$ cat config.mk
export PLATFORM = sky130hd
export DESIGN_NAME = dep_tracker
export DESIGN_NICKNAME = d
export VERILOG_FILES = /design/src/rtl/dep_pkg.sv /design/src/rtl/dep_row_cmp.sv /design/src/rtl/dep_tracker.sv
export SDC_FILE = /design/constraint.sdc
export NUM_CORES = 2
export LEC_CHECK = 0
export BUFFER_PORTS_ARGS = -buffer_cell sky130_fd_sc_hd__buf_2
export CELL_PAD_IN_SITES_DETAIL_PLACEMENT = 1
export CELL_PAD_IN_SITES_GLOBAL_PLACEMENT = 1
export CORE_MARGIN = 2
export CORE_UTILIZATION = 52
export CTS_CLUSTER_DIAMETER = 120
export CTS_CLUSTER_SIZE = 30
export DETAILED_ROUTE_END_ITERATION = 7
export PLACE_DENSITY = 0.85
export SLEW_MARGIN = 25
export SYNTH_ARGS = -nofsm -noshare
export SYNTH_HDL_FRONTEND = slang
export SYNTH_SLANG_ARGS = --single-unit
$ cat constraint.sdc
create_clock -name clk -period 3.4 [get_ports clk]
set_input_delay 0.51 -clock clk [delete_from_list [all_inputs] [get_ports clk]]
set_output_delay 0.51 -clock clk [all_outputs]
set_load 0.005 [all_outputs]
$ cat src/rtl/dep_pkg.sv
// dep_pkg: widths, register-mask encode and dependency-term helpers for dep_tracker. Rev 1.0
// FALSE_DEP_TRACK_EN adds WAR/WAW terms to the dependency function.
`default_nettype none

package dep_pkg;
  localparam int DEF_BS     = 32;
  localparam int DEF_REGNUM = 16;
  localparam int DEF_NSRC   = 2;
  localparam int RW = $clog2(DEF_REGNUM);
  localparam int IW = $clog2(DEF_BS);
  localparam int CW = IW + 1;

`ifdef FALSE_DEP_TRACK_EN
  localparam bit FALSE_DEP = 1'b1;
`else
  localparam bit FALSE_DEP = 1'b0;
`endif

  // One bit of a register mask; register 0 never sets a bit.
  function automatic logic reg_hit(input int r, input int i);
    return (r != 0) && (r == i);
  endfunction

  function automatic logic dep_term(input logic raw, input logic war, input logic waw);
    return raw | (FALSE_DEP & (war | waw));
  endfunction
endpackage

`default_nettype wire

$ cat src/rtl/dep_row_cmp.sv
// dep_row_cmp: one window slot's column bit of the dependency row being inserted. Rev 1.0
`default_nettype none

module dep_row_cmp
  import dep_pkg::*;
#(
  parameter int REGNUM = 16
) (
  input  logic              slot_valid,
  input  logic              retiring,
  input  logic [REGNUM-1:0] new_rd,
  input  logic [REGNUM-1:0] new_rs,
  input  logic [REGNUM-1:0] old_rd,
  input  logic [REGNUM-1:0] old_rs,
  output logic              dep_bit
);
  logic w_raw, w_war, w_waw;

  assign w_raw = |(new_rs & old_rd);
  assign w_war = |(new_rd & old_rs);
  assign w_waw = |(new_rd & old_rd);

  // A slot retiring this cycle never becomes a producer of the new entry.
  assign dep_bit = slot_valid && !retiring && dep_term(w_raw, w_war, w_waw);
endmodule

`default_nettype wire

$ cat src/rtl/dep_tracker.sv
// dep_tracker: circular in-order window of register masks with per-slot dependency rows. Rev 1.0
// Build option FALSE_DEP_TRACK_EN: also track WAR/WAW dependencies (default RAW only).
`default_nettype none

module dep_tracker
  import dep_pkg::*;
#(
  parameter int BS     = DEF_BS,
  parameter int REGNUM = DEF_REGNUM,
  parameter int NSRC   = DEF_NSRC,
  localparam int RWL   = $clog2(REGNUM),
  localparam int IWL   = $clog2(BS),
  localparam int CWL   = IWL + 1
) (
  input  logic                clk,
  input  logic                rst,
  input  logic                ins_valid,
  output logic                ins_ready,
  input  logic [RWL-1:0]      ins_rd,
  input  logic [NSRC*RWL-1:0] ins_rs,
  output logic [IWL-1:0]      ins_idx,
  input  logic                ret_valid,
  output logic [BS-1:0]       indep,
  output logic [CWL-1:0]      count,
  output logic                full,
  output logic                empty
);
  logic [BS-1:0]     r_valid;
  logic [BS-1:0]     r_dep [BS];
  logic [REGNUM-1:0] r_rdm [BS];
  logic [REGNUM-1:0] r_rsm [BS];
  logic [IWL-1:0]    r_head, r_tail;
  logic [CWL-1:0]    r_count;

  logic [REGNUM-1:0] w_rdm, w_rsm;
  logic [BS-1:0]     w_new_row;
  logic              w_ins, w_ret;

  always_comb begin
    w_rdm = '0;
    w_rsm = '0;
    for (int i = 0; i < REGNUM; i++) begin
      w_rdm[i] = reg_hit(32'(ins_rd), i);
      for (int k = 0; k < NSRC; k++) begin
        w_rsm[i] = w_rsm[i] | reg_hit(32'(ins_rs[k*RWL +: RWL]), i);
      end
    end
  end

  assign full      = (r_count == CWL'(BS));
  assign empty     = (r_count == '0);
  assign ins_ready = !full;
  assign ins_idx   = r_tail;
  assign count     = r_count;
  assign w_ins     = ins_valid && !full;
  assign w_ret     = ret_valid && !empty;

  generate
    for (genvar j = 0; j < BS; j++) begin : g_slot
      dep_row_cmp #(.REGNUM(REGNUM)) u_cmp (
        .slot_valid (r_valid[j] && (IWL'(j) != r_tail)),
        .retiring   (w_ret && (IWL'(j) == r_head)),
        .new_rd     (w_rdm),
        .new_rs     (w_rsm),
        .old_rd     (r_rdm[j]),
        .old_rs     (r_rsm[j]),
        .dep_bit    (w_new_row[j])
      );
    end
  endgenerate

  always_comb begin
    indep = '0;
    for (int i = 0; i < BS; i++) begin
      indep[i] = r_valid[i] && ~|r_dep[i];
    end
  end

  // Insert and retire never target the same slot: that needs full (no insert) or empty (no retire).
  always_ff @(posedge clk or negedge rst) begin
    if (!rst) begin
      r_valid <= '0;
      r_head  <= '0;
      r_tail  <= '0;
      r_count <= '0;
      for (int i = 0; i < BS; i++) begin
        r_dep[i] <= '0;
        r_rdm[i] <= '0;
        r_rsm[i] <= '0;
      end
    end else begin
      if (w_ret) begin
        for (int i = 0; i < BS; i++) begin
          r_dep[i][r_head] <= 1'b0;
        end
        r_dep[r_head]   <= '0;
        r_valid[r_head] <= 1'b0;
        r_head          <= r_head + 1'b1;
      end
      if (w_ins) begin
        r_dep[r_tail]   <= w_new_row;
        r_rdm[r_tail]   <= w_rdm;
        r_rsm[r_tail]   <= w_rsm;
        r_valid[r_tail] <= 1'b1;
        r_tail          <= r_tail + 1'b1;
      end
      r_count <= r_count + CWL'(w_ins) - CWL'(w_ret);
    end
  end
endmodule

`default_nettype wire

==> results.cfg <==
[outcome]
run_status = finished with violations
failed_checks = DRC, setup timing

[logic_synthesis]
synth_top_family_by_area = compound AO/OA/AOI/OAI gates
synth-xor-area-share = 0.00139
synth.lib_cells_used.distinct = 42
post_synth_fa_ha_maj_area_fraction = 0.00430
yosysWarnings = 0
yosys_register_bits = 1552
syn-instance-count = 5307
mappedNetlistArea_sq_mm = 0.0628
synthArstFlopShare = 1.00
synth-simple-area-share = 0.0999
synth_edf_count = 0
yosys_most_used_dff = dfrtp_1
mean_instance_size_in_the_synthesized_netlist_sq_um = 11.8
yosysSeqAreaShare = 0.618
fraction_of_the_mapped_netlist_area_in_compound_gates = 0.236
synth_nets = 5344
synth.area.mux_share = 0

[cts]
worst_setup_hold_path_clk_slew_ns = 0.12
ctsHtreeMaxLevel = 2
cts_setup_buffers = 0
cts_num_sinks = 1552
cts.root.buffer_cell = clkbuf_16
clk_latency_ns = 0.78
tritoncts_buffer_count = 57
post_cts_resize_count = 0
tritoncts = done
clock_path_buffers = 3

[finish]
final_cell_mix = 1552 x dfrtp_1, 958 x a32o_1, 630 x nand2_1, 483 x o21ai_0, 245 x buf_4
stdcell_area_sq_mm = 0.0683
instances_no_fill = 6757
area.growth.synth_to_final_pct = 8.77
final_layout_size_suffix_gt1_frac = 0.116
layout.cells.most_common = dfrtp_1
final_core_util = 0.570
fin_nets = 5175

[detailed_routing]
drtIter0Drc = 7936
wl_mm = 247
final_ant_viol_nets = 0
avgViaCountPerCell = 7.73
drt_pre_antenna_iters = 8
post_drt_wl_per_cell_microns = 36.6
routed-via-count = 52200
drc_violations_left = 6

[grt]
groute.usage.overall = 0.398
globalRouteMet3Util = 0.135
grt_pass1_vias = 54600
grt_overflow = 0
globalRoute.busiestLayer = met2
met2_usage = 0.592
met1_usage = 0.500
grt_pass1_wl_mm = 364
number_of_antenna_violations_at_the_first_check_in_global_routing = 7
grt_start_max_net_pins = 120

[timing]
timing.final.setup_violations = 1
setup_repair_after_global_routing_missed_its_margin = no
report.final.hold_viol_count = 0
setup_ws_ns = -0.00177
timing.final.crit_share = 1.00
clock.fmax_mhz = 294
timing.slew.headroom = 0.307
timing.clock.skew_ns = 0.0697
worst_slew_pin_slew_ns = 1.04
max_transition_viols_final = 0
final.setup.tns_ns = -0.00177
timing.final.crit_period_ns = 3.40

[critical_path]
worst-r2r-cell-count = 8
worst_ep_arrival_time_ns = 4.00
crit-reg2reg-capture = r_rdm[338]
worst-setup-path-type = reg2reg
worst_setup_path_end_kind = flop
timing.critical_path.fanout_max = 30
cp-start-kind = flop
critical_path_required_ns = 4.00
crit-reg2reg-launch = ins_idx[0]
ff_to_ff_setup_slack_ns = -0.002

[placement]
dp_cells = 6688
dpl_worst_slack_ns = 0.101
placed_area_sq_mm = 0.0667
gpl.final_weighted_congestion = 0.954
detailedPlacementHpwl_mm = 148
placement.io_buffers = 61

[power]
power.density_cell_area_mw_per_mm2 = 653
ir_drop_mv = 0.494
cellLeakagePower_nw = 30.0

[min_path]
worstHoldPathCells = 3
start_point_of_the_worst_hold_path = ret_valid
min_to = r_head[4]
min_path_type = in2reg

[run]
timing.max_cap.violations = 0

[floorplanning]
core_area_sq_mm = 0.120
die_w_microns = 352
ios = 62
initial_cell_density_of_the_core = 0.524
die-area_sq_mm = 0.124
num_rows = 127
chipHeight_microns = 352
state kept, by name (all words and copies together) (netlist names):
name / count
count: 6
ins_idx: 5
r_dep: 1024
r_head: 5
r_rdm: 480
r_valid: 32
kinds of logic (layout without fill, tap and decap cells):
logic type,count (synthesis),count (layout)
AOI/OAI and AO/OA,1816,1816
xor gates and xnor gates,10,10
adders and majority gates,21,21
buffers and inverters,627,461
DFF,1552,1552
other,0,4
and+or+nand+nor,1281,1281
cells in the mapped netlist, drive strengths merged, types with 69 or more instances:
master,n,share of area
and3,69,0.0069
o21ai,483,0.038
clkbuf,479,0.029
nor4,192,0.019
a22oi,192,0.023
a32o,958,0.15
nand4,70,0.0070
dfrtp,1552,0.62
nand2,657,0.039
a21oi,96,0.0091
buf,129,0.010
nor2,72,0.0043
how the worst max path moves through the flow:
stage	from	to	slack, ns	cells after the start
floorplan	count[2]	count[4]	0.91	17
global placement	ins_rs[3]	r_dep[698]	0.24	9
detailed placement	ins_rs[3]	r_dep[1018]	0.10	9
CTS	r_dep[858]	indep[5]	0.23	4
global route	r_valid[20]	indep[20]	0.06	4
finish	ins_idx[0]	r_rdm[338]	-0.002	8
metal layers:
metal | share of wire | vias up
met2 | 0.44 | 3834
met4 | 0.075 | 10
met5 | 0.00035 | -
li1 | - | 20100
met3 | 0.13 | 1238
met1 | 0.36 | 27100
area by class of cell:
cell class              count  area, sq um
diodes                      4         10.0
clock buffers              59         1470
clock inverters             3         45.0
fillers                 12000        51500
inverters                  19         71.3
multi-input cells        3128        22200
flip-flops and latches   1552        38800
well taps                1612         2020
repair buffers            380         3630
through the flow:
| stage | total power [mW] | hold WS, ns |
|---|---|---|
| 2_1_floorplan | 28.3 | 0.214 |
| 3_3_place_gp | 34.5 | 0.460 |
| 3_5_place_dp | 35.3 | 0.471 |
| 4_1_cts | 43.9 | 0.172 |
| 5_1_grt | 45.8 | 0.224 |
| 6_report | 44.6 | 0.219 |
where the power goes:
part           internal, mW  switching [mW]
sequential             20.7            1.84
clock                  3.13            5.73
combinational          3.92            9.29
what timing repair did:
item | 4_1_cts | 5_1_grt
hold buffers | 1 | 0
hold endpoints to repair | 48 | 0
endpoints found under the setup margin | 0 | 0
critical path: stages, from the launching register on:
cell     delay (ns)
dfrtp_1        0.58
inv_1          0.21
ha_1           0.41
buf_4          0.26
and2_1         0.58
nand2_1        0.55
buf_4          0.41
nand2_1        0.12
o21ai_0        0.10
Note: power is estimated with default switching activity, not from simulation.
